[src/rtl/memory_arbiter_if.sv]
// Bus bundle between the two requesters (m0 fetch, m1 load/store), the arbiter and the
// single-ported memory. slave = arbiter view, master = requester/memory environment view.
interface memory_arbiter_if;
  logic        m0_req;
  logic [29:0] m0_address;
  logic [31:0] m0_data_in;
  logic [3:0]  m0_data_strobes;
  logic        m0_read;
  logic        m0_write;
  logic        m0_ack;
  logic [31:0] m0_data_out;

  logic        m1_req;
  logic [29:0] m1_address;
  logic [31:0] m1_data_in;
  logic [3:0]  m1_data_strobes;
  logic        m1_read;
  logic        m1_write;
  logic        m1_ack;
  logic [31:0] m1_data_out;

  logic        mem_cs;
  logic [29:0] mem_address;
  logic [31:0] mem_data_out;
  logic [3:0]  mem_data_strobes;
  logic        mem_read;
  logic        mem_write;
  logic [31:0] mem_data_in;

  modport slave (
    input  m0_req, m0_address, m0_data_in, m0_data_strobes, m0_read, m0_write,
    output m0_ack, m0_data_out,
    input  m1_req, m1_address, m1_data_in, m1_data_strobes, m1_read, m1_write,
    output m1_ack, m1_data_out,
    output mem_cs, mem_address, mem_data_out, mem_data_strobes, mem_read, mem_write,
    input  mem_data_in
  );

  modport master (
    output m0_req, m0_address, m0_data_in, m0_data_strobes, m0_read, m0_write,
    input  m0_ack, m0_data_out,
    output m1_req, m1_address, m1_data_in, m1_data_strobes, m1_read, m1_write,
    input  m1_ack, m1_data_out,
    input  mem_cs, mem_address, mem_data_out, mem_data_strobes, mem_read, mem_write,
    output mem_data_in
  );
endinterface

[src/rtl/memory_arbiter.sv]
// Two-port arbiter and IDLE/ACCESS/ACK sequencer for the single-ported 512-word memory.
// Every access takes three cycles and ends with a one-cycle ack and registered read data.
module memory_arbiter #(
  parameter bit FIXED_PRIORITY = 1'b0
) (
  input logic              clock,
  input logic              reset,
  memory_arbiter_if.slave  bus
);

  typedef enum logic [1:0] {
    IDLE,
    ACCESS,
    ACK
  } state_t;

  state_t state;
  logic   grant;       // 0 = m0, 1 = m1
  logic   last_grant;
  logic   pick_m1;

  // Round-robin favours the port that was not served last; a lone requester always wins.
  always_comb begin
    pick_m1 = 1'b0;
    if (bus.m0_req && bus.m1_req) begin
      pick_m1 = FIXED_PRIORITY ? 1'b0 : ~last_grant;
    end else begin
      pick_m1 = bus.m1_req;
    end
  end

  always_ff @(posedge clock) begin
    if (reset) begin
      state                <= IDLE;
      grant                <= 1'b0;
      last_grant           <= 1'b1;
      bus.mem_cs           <= 1'b0;
      bus.mem_read         <= 1'b0;
      bus.mem_write        <= 1'b0;
      bus.mem_address      <= '0;
      bus.mem_data_out     <= '0;
      bus.mem_data_strobes <= '0;
      bus.m0_ack           <= 1'b0;
      bus.m1_ack           <= 1'b0;
      bus.m0_data_out      <= '0;
      bus.m1_data_out      <= '0;
    end else begin
      case (state)
        IDLE: begin
          if (bus.m0_req || bus.m1_req) begin
            state                <= ACCESS;
            grant                <= pick_m1;
            bus.mem_cs           <= 1'b1;
            bus.mem_address      <= pick_m1 ? bus.m1_address      : bus.m0_address;
            bus.mem_data_out     <= pick_m1 ? bus.m1_data_in      : bus.m0_data_in;
            bus.mem_data_strobes <= pick_m1 ? bus.m1_data_strobes : bus.m0_data_strobes;
            bus.mem_read         <= pick_m1 ? bus.m1_read         : bus.m0_read;
            bus.mem_write        <= pick_m1 ? bus.m1_write        : bus.m0_write;
          end
        end
        ACCESS: begin
          // Memory acted on the negedge inside this cycle; capture its data now.
          state         <= ACK;
          bus.mem_cs    <= 1'b0;
          bus.mem_read  <= 1'b0;
          bus.mem_write <= 1'b0;
          last_grant    <= grant;
          if (grant) begin
            bus.m1_ack <= 1'b1;
            if (bus.mem_read) bus.m1_data_out <= bus.mem_data_in;
          end else begin
            bus.m0_ack <= 1'b1;
            if (bus.mem_read) bus.m0_data_out <= bus.mem_data_in;
          end
        end
        ACK: begin
          state      <= IDLE;
          bus.m0_ack <= 1'b0;
          bus.m1_ack <= 1'b0;
        end
        default: state <= IDLE;
      endcase
    end
  end

endmodule
[src/flat_wrapper.sv]
// flat-port wrapper written by rule: the top's interface ports become plain ports
module memory_arbiter_flat 
#(
  parameter bit FIXED_PRIORITY = 1'b0
)
  (clock, reset, bus_m0_req, bus_m0_address, bus_m0_data_in, bus_m0_data_strobes, bus_m0_read, bus_m0_write, bus_m0_ack, bus_m0_data_out, bus_m1_req, bus_m1_address, bus_m1_data_in, bus_m1_data_strobes, bus_m1_read, bus_m1_write, bus_m1_ack, bus_m1_data_out, bus_mem_cs, bus_mem_address, bus_mem_data_out, bus_mem_data_strobes, bus_mem_read, bus_mem_write, bus_mem_data_in);
  memory_arbiter_if bus_i ();
  input logic clock;
  input logic reset;
  input wire logic [$bits(bus_i.m0_req)-1:0] bus_m0_req;
  input wire logic [$bits(bus_i.m0_address)-1:0] bus_m0_address;
  input wire logic [$bits(bus_i.m0_data_in)-1:0] bus_m0_data_in;
  input wire logic [$bits(bus_i.m0_data_strobes)-1:0] bus_m0_data_strobes;
  input wire logic [$bits(bus_i.m0_read)-1:0] bus_m0_read;
  input wire logic [$bits(bus_i.m0_write)-1:0] bus_m0_write;
  output wire logic [$bits(bus_i.m0_ack)-1:0] bus_m0_ack;
  output wire logic [$bits(bus_i.m0_data_out)-1:0] bus_m0_data_out;
  input wire logic [$bits(bus_i.m1_req)-1:0] bus_m1_req;
  input wire logic [$bits(bus_i.m1_address)-1:0] bus_m1_address;
  input wire logic [$bits(bus_i.m1_data_in)-1:0] bus_m1_data_in;
  input wire logic [$bits(bus_i.m1_data_strobes)-1:0] bus_m1_data_strobes;
  input wire logic [$bits(bus_i.m1_read)-1:0] bus_m1_read;
  input wire logic [$bits(bus_i.m1_write)-1:0] bus_m1_write;
  output wire logic [$bits(bus_i.m1_ack)-1:0] bus_m1_ack;
  output wire logic [$bits(bus_i.m1_data_out)-1:0] bus_m1_data_out;
  output wire logic [$bits(bus_i.mem_cs)-1:0] bus_mem_cs;
  output wire logic [$bits(bus_i.mem_address)-1:0] bus_mem_address;
  output wire logic [$bits(bus_i.mem_data_out)-1:0] bus_mem_data_out;
  output wire logic [$bits(bus_i.mem_data_strobes)-1:0] bus_mem_data_strobes;
  output wire logic [$bits(bus_i.mem_read)-1:0] bus_mem_read;
  output wire logic [$bits(bus_i.mem_write)-1:0] bus_mem_write;
  input wire logic [$bits(bus_i.mem_data_in)-1:0] bus_mem_data_in;
  assign bus_i.m0_req = bus_m0_req;
  assign bus_i.m0_address = bus_m0_address;
  assign bus_i.m0_data_in = bus_m0_data_in;
  assign bus_i.m0_data_strobes = bus_m0_data_strobes;
  assign bus_i.m0_read = bus_m0_read;
  assign bus_i.m0_write = bus_m0_write;
  assign bus_m0_ack = bus_i.m0_ack;
  assign bus_m0_data_out = bus_i.m0_data_out;
  assign bus_i.m1_req = bus_m1_req;
  assign bus_i.m1_address = bus_m1_address;
  assign bus_i.m1_data_in = bus_m1_data_in;
  assign bus_i.m1_data_strobes = bus_m1_data_strobes;
  assign bus_i.m1_read = bus_m1_read;
  assign bus_i.m1_write = bus_m1_write;
  assign bus_m1_ack = bus_i.m1_ack;
  assign bus_m1_data_out = bus_i.m1_data_out;
  assign bus_mem_cs = bus_i.mem_cs;
  assign bus_mem_address = bus_i.mem_address;
  assign bus_mem_data_out = bus_i.mem_data_out;
  assign bus_mem_data_strobes = bus_i.mem_data_strobes;
  assign bus_mem_read = bus_i.mem_read;
  assign bus_mem_write = bus_i.mem_write;
  assign bus_i.mem_data_in = bus_mem_data_in;
  memory_arbiter #(.FIXED_PRIORITY(FIXED_PRIORITY)) u_core (.clock(clock), .reset(reset), .bus(bus_i));
endmodule
[config.mk]
export PLATFORM = sky130hd
export DESIGN_NAME = memory_arbiter_flat
export DESIGN_NICKNAME = d
export VERILOG_FILES = /design/src/rtl/memory_arbiter_if.sv /design/src/rtl/memory_arbiter.sv /design/src/flat_wrapper.sv
export SDC_FILE = /design/constraint.sdc
export NUM_CORES = 1
export LEC_CHECK = 0
export ABC_AREA = 1
export BUFFER_PORTS_ARGS = -buffer_cell sky130_fd_sc_hd__buf_2
export CAP_MARGIN = 20
export CORE_UTILIZATION = 46
export CTS_CLUSTER_DIAMETER = 100
export DETAILED_ROUTE_END_ITERATION = 16
export PLACE_DENSITY = 0.79
export SLEW_MARGIN = 20
export SYNTH_ARGS = -nofsm -noshare
export SYNTH_HDL_FRONTEND = slang
export SYNTH_SLANG_ARGS = --single-unit
export TNS_END_PERCENT = 5
[constraint.sdc]
create_clock -name clock -period 1.8 [get_ports clock]
set_clock_uncertainty 0.05 [all_clocks]
set_input_delay 0.27 -clock clock [delete_from_list [all_inputs] [get_ports clock]]
set_output_delay 0.27 -clock clock [all_outputs]
set_load 0.02 [all_outputs]
==> results of run 1 <==
through the flow:
stage | setup slack (ns) | hold slack, ns | instance area, sq um
2_1_floorplan | 0.461 | 0.388 | 6230
3_3_place_gp | 0.341 | 0.386 | 7920
3_5_place_dp | 0.294 | 0.400 | 7920
4_1_cts | 0.228 | 0.0733 | 8510
5_1_grt | 0.168 | 0.0911 | 8510
6_report | 0.250 | 0.0918 | 8510
final cells by class:
class / count / share of cell area [%]
Multi-Input combinational cell: 657 / 33.3
Sequential cell: 139 / 32.7
Timing Repair Buffer: 326 / 20.9
Clock buffer: 18 / 5.16
Inverter: 80 / 3.54
Tap cell: 176 / 2.59
Clock inverter: 14 / 1.72
Antenna cell: 1 / 0.0294
cell usage after synthesis:
cell        n  area (sq um)
inv_1      76           285
nand3b_1   32           240
o21ai_0    67           335
clkbuf_2    1          5.00
nor2_1    266           998
nand2_1   209           785
inv_2       4          15.0
buf_1       6          22.5
dfxtp_1   139          2780
buf_4      11          82.6
clkbuf_1   27           101
nor2_2      1          6.26
nand4_1    32           200
buf_2      20           100
a21oi_1    38           190
nand3_1     9          45.0
nor2_4      3          33.8
registers in the layout (all words and copies together), names as in the netlist, 2 cells and up:
name and cells:
u_core.bus.mem_address 30, u_core.bus.m1_data_out 32, u_core.state 2, u_core.bus.mem_data_out 32
u_core.bus.m0_data_out 32, u_core.bus.mem_data_strobes 4
cells by family after synthesis:
kind of cell,count (synthesis),share of synthesized area (%)
buf+inv,145,9.82
compound gates,105,8.44
flops,139,44.7
simple gates,552,37.1
power by group:
part | switching, mW | internal, mW | total, mW | leakage (nW)
logic | 1.04 | 0.604 | 1.64 | 3.04
clock network | 1.38 | 2.08 | 3.46 | 0.282
registers | 0.115 | 3.30 | 3.42 | 1.14
total | 2.54 | 5.98 | 8.52 | 4.46
routing by layer:
| layer | up-vias | GRT usage (%) | wire (microns) |
|---|---|---|---|
| met5 | - | 0 | 0 |
| met4 | 0 | 14.7 | 682 |
| met3 | 45 | 6.71 | 1260 |
| met2 | 284 | 43.1 | 8270 |
| met1 | 2929 | 30.4 | 7450 |
| li1 | 3486 | - | - |
cells in the final DEF (no fill, tap or decap), drive strengths merged:
cell type | netlist | routed
a21oi | 38 | 38
buf | 37 | 326
bufinv | 0 | 2
clkbuf | 28 | 18
clkinv | 0 | 8
clkinvlp | 0 | 3
dfxtp | 139 | 139
diode | 0 | 1
inv | 80 | 81
nand2 | 209 | 209
nand3 | 9 | 9
nand3b | 32 | 32
nand4 | 32 | 32
nor2 | 270 | 270
o21ai | 67 | 67
how the worst max path moves through the flow:
stage                        startpoint                           to  slack (ns)
floorplan           u_core.bus.mem_read   u_core.bus.m1_data_out[10]        0.46
global placement             bus_m0_req  u_core.bus.mem_data_out[13]        0.34
detailed placement           bus_m0_req   u_core.bus.mem_address[22]        0.29
CTS                 u_core.bus.mem_read                 bus_mem_read        0.23
global route          u_core.last_grant   u_core.bus.mem_data_out[2]        0.17
finish              u_core.bus.mem_read                 bus_mem_read        0.25
==> impl_results.md, run 1 <==
- Status: completed
- Hold Path End: u_core.bus.m1_data_out[12]
- Placed Instances: 1,378
- Data required time at the worst endpoint: 1.48 ns
- Row count: 42
- Die Area: 14,000 sq um
- Largest net degree at the start of global routing: 93
- Crit path cell chain: buf_2
- Avg Cell Area, Syn: 6.62 sq um
- Buffer count from post-CTS setup fixing: 0
- H-tree levels: 4
- Post-route DRC: 0
- Worst-skew pair later-pin latency: 0.41 ns
- Endpoints failing setup: 0
- Net count after synthesis: 1,113
- Initial DRC Count: 537
- Clock sink total: 139
- Slowest stage delay, CP: 0.57 ns
- Share of layout cells above drive strength 1: 29.7%
- Final Util: 64.3%
- Max Clock Freq: 645 MHz
- DRT antenna net count: 0
- Slowest CP cell: dfxtp_2
- Reg2reg end: u_core.bus.mem_address[24]
- Slew margin rel.: 72.6%
- FILL cells: 1,213
- Maximum capacitance violations: 0
- GRT Resource Usage Total: 26.0%
- # hold bufs at CTS: 0
- Post-layout min period: 1.55 ns
- Starting Density: 47.0%
- Netlist cell types: 17
- CP startpoint kind: flop
- CP Capture Type: primary output
- Final std cells w/o fill: 1,411
- Core Box Area: 13,200 sq um
- CP Depth: 1
- Max clock buf depth: 2
- Buf/Inv on CP: 1
- DP HPWL: 12.5 mm
- Vias in the first global route: 6,084
- Cell Pwr Density: 1000 nW/um^2
- Cells after Synth: 941
- Top Ports: 307
- # port buffers: 306
- Fin nets: 1,393
- Drt pass-1 iters: 6
- Chip Width: 118 microns
- Final hold vios: 0
- Final total power: 8.52 mW
- Worst-path fanout max: 19
- FF-to-FF Start: u_core.last_grant
- Vias: 6,744
- FF/Latch Area: 2780 sq um
- Reg-to-reg slack, setup: 0.34 ns
- Flops & latches, synth: 139
- Mapped cell area: 6230 sq um
- First-pass GRT wire length: 29.2 mm
- Post-cts resize count: 0
- RSZ-0062 raised after global routing: false
- TritonCTS buffer count: 17
- Routability cong.: 0.842
- Root buffer cell: clkbuf_16
- Reg2reg path depth: 8
- Final TNS setup: 0 ns
- Footprint of the multi-input gates: 2830 sq um
- Reg clk slew, reported paths: 0.06 ns
- Peak VDD IR: 0.000540 V
- Worst-Margin Slew: 0.411 ns
- CP delay by family, top: flip-flops
- Antenna violations before repair: 2
- DRT Wirelength: 17.7 mm
- Vertical die dimension: 118 microns
- Leakage power: 4.46 nW
- Hold Path Class: in2reg
- Final Slew Violations: 0
- Min-Delay Path Depth: 3
- Via/cell ratio: 4.78
- HP Start: bus_mem_data_in[12]
- WP data arrival: 1.23 ns
- Grt total ovfl: 0
- Area delta synth->final: 36.6%
- Yosys warning count: 0
- Final period utilization: 86.1%
- Routed WL per cell: 12.5 microns
- CTS tree: yes
- Setup CP Type: reg2out
- Sequential-to-total area share from yosys stat: 44.7%
No activity file was read; power rests on OpenSTA's default activity.
==> inputs of run 2 (changes only) <==
- HOLD_SLACK_MARGIN: not set -> 0.12
- PLACE_DENSITY: 0.79 -> 0.91
==> run 2 against run 1 <==
Effect of this change:
- fmax decreased by 9.3%
- register-to-register slack got worse by 0.18 ns
- wire length rose by 33%
- utilization grew 6.4 points
- sequential power about the same
- via count grew 17%
- die area is the same
- hold slack better by 0.045 ns
==> impl_results.md, run 2 (synthesis gave the netlist of run 1 again) <==
- Status: completed
- Share of power burned in the clock network: 37.6%
- Largest net degree at the start of global routing: 103
- Core Box Area: 13,200 sq um
- Max clock buf depth: 2
- Vertical die dimension: 118 microns
- Vias in the first global route: 7,633
- Flop pwr share: 40.0%
- Vias: 7,879
- Net Switching: 2.60 mW
- Int Pwr: 5.98 mW
- Final period utilization: 94.9%
- Row count: 42
- Worst-path fanout max: 35
- Reg-to-reg slack, setup: 0.16 ns
- Hold Path End: u_core.bus.mem_data_out[27]
- DRT antenna net count: 0
- Area delta synth->final: 50.1%
- Clock sink total: 139
- Final total power: 8.58 mW
- Top Registers: u_core.bus.m0_data_out: 32 flops, u_core.bus.m1_data_out: 32 flops, u_core.bus.mem_data_out: 32 flops
- H-tree levels: 4
- Antenna violations before repair: 0
- Worst-skew pair later-pin latency: 0.41 ns
- Initial DRC Count: 707
- Peak VDD IR: 0.000599 V
- Routed WL per cell: 15.7 microns
- Post-route DRC: 0
- GRT met2 Usage: 55.4%
- Leakage power: 4.82 nW
- Buffer count from post-CTS setup fixing: 0
- FF-to-FF Start: u_core.state[0]
- Post-layout min period: 1.71 ns
- CP startpoint kind: flop
- Final TNS setup: 0 ns
- HP Start: bus_m0_data_in[27]
- Via/cell ratio: 5.26
- Met3 Use GR: 9.70%
- Hold Path Class: in2reg
- RSZ-0062 raised after global routing: false
- First-pass GRT wire length: 37.1 mm
- Data required time at the worst endpoint: 1.48 ns
- CP Capture Type: primary output
- Switching part of the total power: 30.3%
- Reg2reg path depth: 7
- Commonest non-fill, non-tap cell in the layout: buf_2
- Setup CP Type: reg2out
- Final Slew Violations: 0
- DRT Wirelength: 23.5 mm
- N_diodes: 0
- WP data arrival: 1.39 ns
- Grt total ovfl: 0
- Placed Instances: 1,378
- Routability cong.: 0.860
- CTS tree: yes
- Post-cts resize count: 0
- Starting Density: 47.0%
- GRT Resource Usage Total: 33.3%
- DP HPWL: 12.5 mm
- Hold Worst Slack: 0.137 ns
- Crit path from: u_core.bus.mem_read
- Cell Pwr Density: 917 nW/um^2
- Final hold vios: 0
- Slew margin rel.: 66.2%
- Reg2reg end: u_core.bus.mem_data_out[9]
- Root buffer cell: clkbuf_16
- Reg clk slew, reported paths: 0.06 ns
- Most frequent cells in the layout: 306 x buf_2, 266 x nor2_1, 209 x nand2_1
- Die Area: 14,000 sq um
- # port buffers: 306
- Chip Width: 118 microns
- Busiest grt layer: met2
- Global routing usage on met1: 35.5%
- Maximum capacitance violations: 0
- Comb power frac: 22.3%
- Drt pass-1 iters: 5
- Final std cells w/o fill: 1,497
- Share of layout cells above drive strength 1: 27.5%
- Min-Delay Path Depth: 5
- Max Clock Freq: 585 MHz
- Top Ports: 307
- TritonCTS buffer count: 17
- Worst-Margin Slew: 0.506 ns
- Endpoints failing setup: 0
- Fin nets: 1,481
[run 2: area by class of cell]
class,count,area (sq um)
inverter,80,302
clock inverter,9,72.6
fill,898,3890
sequential,139,2780
multi-input combinational,657,2830
timing repair buffer,414,2680
tap,176,220
clock buffer,22,464
[run 2: how the worst max path moves through the flow]
stage / slack (ns) / end
after global routing: 0.04 / bus_mem_read
after detailed placement: 0.31 / u_core.bus.mem_address[3]
after global placement: 0.35 / u_core.bus.mem_address[3]
after CTS: 0.09 / bus_mem_read
final: 0.09 / bus_mem_read
after floorplan: 0.46 / u_core.bus.m1_data_out[10]
[run 2: per-stage QoR]
stage          instance area, sq um  utilization, %  setup WS (ns)
4_1_cts                        9350            70.6         0.0898
3_5_place_dp                   7930            59.9          0.313
5_1_grt                        9350            70.6         0.0351
2_1_floorplan                  6230               -          0.461
3_3_place_gp                   7930            59.9          0.352
6_report                       9350            70.6         0.0911
[run 2: per-layer routing]
layer  part of all wire, %  vias to the layer above
met5                     0                        -
met4                   7.7                        0
met3                   9.4                      159
li1                      -                     3650
met1                    35                     3504
met2                    47                      566
[run 2: critical path: stages (launching register included)]
cell and delay (ns):
dfxtp_2 0.53, buf_12 0.24, buf_2 0.19
[run 2: power groups by stage]
stage,registers (mW),logic (mW),clock network (mW)
2_1_floorplan,3.73,0.776,0
3_3_place_gp,3.47,1.63,0
3_5_place_dp,3.48,1.65,0
4_1_cts,3.42,1.80,3.26
5_1_grt,3.45,2.06,3.42
6_report,3.43,1.92,3.23
[run 2: what timing repair did]
action,CTS,global route
endpoints found under the setup margin,0,0
hold buffers,88,0
hold endpoints to repair,91,0
==> inputs of run 3 (changes only) <==
- CELL_PAD_IN_SITES_DETAIL_PLACEMENT: not set -> 0
- CELL_PAD_IN_SITES_GLOBAL_PLACEMENT: not set -> 1
- CORE_ASPECT_RATIO: not set -> 1.4
- CORE_UTILIZATION: 46 -> 31
- PLACE_DENSITY: 0.91 -> 0.92
==> run 3 against run 2 <==
Effect of this change:
- flip-flop and latch count is the same
- via count shrank 5.8%
- register-to-register slack gained 0.12 ns
- first-iteration DRC count shrank 54%
- largest power group is now the clock network
- highest routed layer unchanged
==> impl_results.md, run 3 (synthesis gave the netlist of run 1 again) <==
- Status: completed
- Buffer count from post-CTS setup fixing: 0
- TritonCTS buffer count: 17
- Routability cong.: 0.788
- Data required time at the worst endpoint: 1.48 ns
- Slew margin rel.: 68.9%
- H-tree levels: 4
- Vias: 7,419
- Vertical die dimension: 170 microns
- Chip Width: 122 microns
- Row count: 61
- Max Clock Freq: 599 MHz
- CP startpoint kind: flop
- Most frequent cells in the layout: 306 x buf_2, 266 x nor2_1, 209 x nand2_1
- Post-layout min period: 1.67 ns
- Reg2reg path depth: 7
- Worst-Margin Slew: 0.465 ns
- Starting Density: 31.5%
- CP Capture Point: bus_mem_read
- Final Slew Violations: 0
- Initial DRC Count: 326
- Vias in the first global route: 7,002
- Reg clk slew, reported paths: 0.06 ns
- Hold Worst Slack: 0.145 ns
- Leakage power: 5.03 nW
- Setup CP Type: reg2out
- Drt pass-1 iters: 5
- Largest net degree at the start of global routing: 64
- Final TNS setup: 0 ns
- WP data arrival: 1.35 ns
- Core Box Area: 19,800 sq um
- Final period utilization: 92.7%
- Root buffer cell: clkbuf_16
- Endpoints failing setup: 0
- Routed WL per cell: 13.0 microns
- Post-route DRC: 0
- Final hold vios: 0
- Share of layout cells above drive strength 1: 27.0%
- Peak VDD IR: 0.000543 V
- Clock sink total: 139
- DP HPWL: 13.5 mm
- Reg-to-reg slack, setup: 0.28 ns
- # port buffers: 306
- Pre-CTS setup slack: 0.276 ns
- Max clock buf depth: 2
- Commonest non-fill, non-tap cell in the layout: buf_2
- Top Ports: 307
- First-pass GRT wire length: 33.2 mm
- CP Capture Type: primary output
- Grt total ovfl: 0
- GRT Resource Usage Total: 20.5%
- Worst-path fanout max: 20
- Cell Pwr Density: 883 nW/um^2
- Worst-skew pair later-pin latency: 0.42 ns
- Die Area: 20,700 sq um
- Area delta synth->final: 60.4%
- Top Registers: u_core.bus.m0_data_out: 32 flops, u_core.bus.m1_data_out: 32 flops, u_core.bus.mem_data_out: 32 flops
- RSZ-0062 raised after global routing: false
- Reg2reg end: u_core.bus.mem_data_out[29]
- DRT Wirelength: 21.2 mm
- Maximum capacitance violations: 0
- CTS tree: yes
- Crit path from: u_core.bus.mem_read
- FF-to-FF Start: u_core.last_grant
- Antenna violations before repair: 1
- DRT antenna net count: 0
- Final WS setup: 0.132 ns
- Via/cell ratio: 4.56
- Fin nets: 1,532
- Hold Path Class: in2reg
run 3: cell types whose count changed in the layout (fill, tap and decap cells not counted), moves of 2 or more:
cell,previous run,this run
buf_4,11,15
clkbuf_1,3,0
clkbuf_8,2,0
clkinv_2,8,4
clkinvlp_4,1,7
dlygate4sd3_1,88,135
run 3: timing repair:
item | CTS | global route
hold buffers | 135 | 0
endpoints found under the hold margin | 126 | 0
gates resized for setup | 0 | 0
run 3: metrics by stage:
step	power, mW	cells	area [sq um]	util (%)
2_1_floorplan	4.51	941	6230	-
3_3_place_gp	5.15	1458	8060	40.8
3_5_place_dp	5.16	1458	8060	40.8
4_1_cts	8.90	1625	9990	50.5
5_1_grt	9.27	1626	9990	50.5
6_report	8.82	1626	9990	50.5
run 3: layout make-up:
| cell class | instances | area [sq um] |
|---|---|---|
| fill | 1885 | 9780 |
| timing repair buffer | 465 | 3180 |
| multi-input combinational | 657 | 2830 |
| sequential | 139 | 2780 |
| clock buffer | 17 | 425 |
| tap | 252 | 315 |
| inverter | 80 | 303 |
| clock inverter | 15 | 150 |
| antenna | 1 | 2.50 |
run 3: worst min-delay path by stage:
stage / start / to / slack, ns / cells after the start
6_report: bus_m0_data_in[19] / u_core.bus.mem_data_out[19] / 0.15 / 5
5_1_grt: bus_m0_data_in[25] / u_core.bus.mem_data_out[25] / 0.14 / 5
4_1_cts: bus_m0_data_in[4] / u_core.bus.mem_data_out[4] / 0.12 / 5
3_5_place_dp: u_core.bus.m0_ack / u_core.bus.m0_ack / 0.40 / 2
3_3_place_gp: u_core.bus.m1_ack / u_core.bus.m1_ack / 0.39 / 2
2_1_floorplan: bus_mem_data_in[28] / u_core.bus.m1_data_out[28] / 0.39 / 2
run 3: critical path, cell delays in order (launching register included):
cell     delay, ns
dfxtp_2       0.53
buf_12        0.21
buf_2         0.18
run 3: per-layer routing:
metal / global-route usage, % / up-vias / part of all wire (%)
met5: 0 / - / 0
met2: 35.7 / 299 / 50
met3: 6.05 / 80 / 6.4
met4: 14.3 / 0 / 5.4
li1: - / 3760 / -
met1: 20.8 / 3280 / 38
run 3: power breakdown:
group          switching, mW  internal (mW)  leakage [nW]
Clock                   1.44           2.03         0.263
Sequential             0.121           3.30          1.14
Combinational           1.11          0.815          3.63
Total                   2.68           6.15          5.03
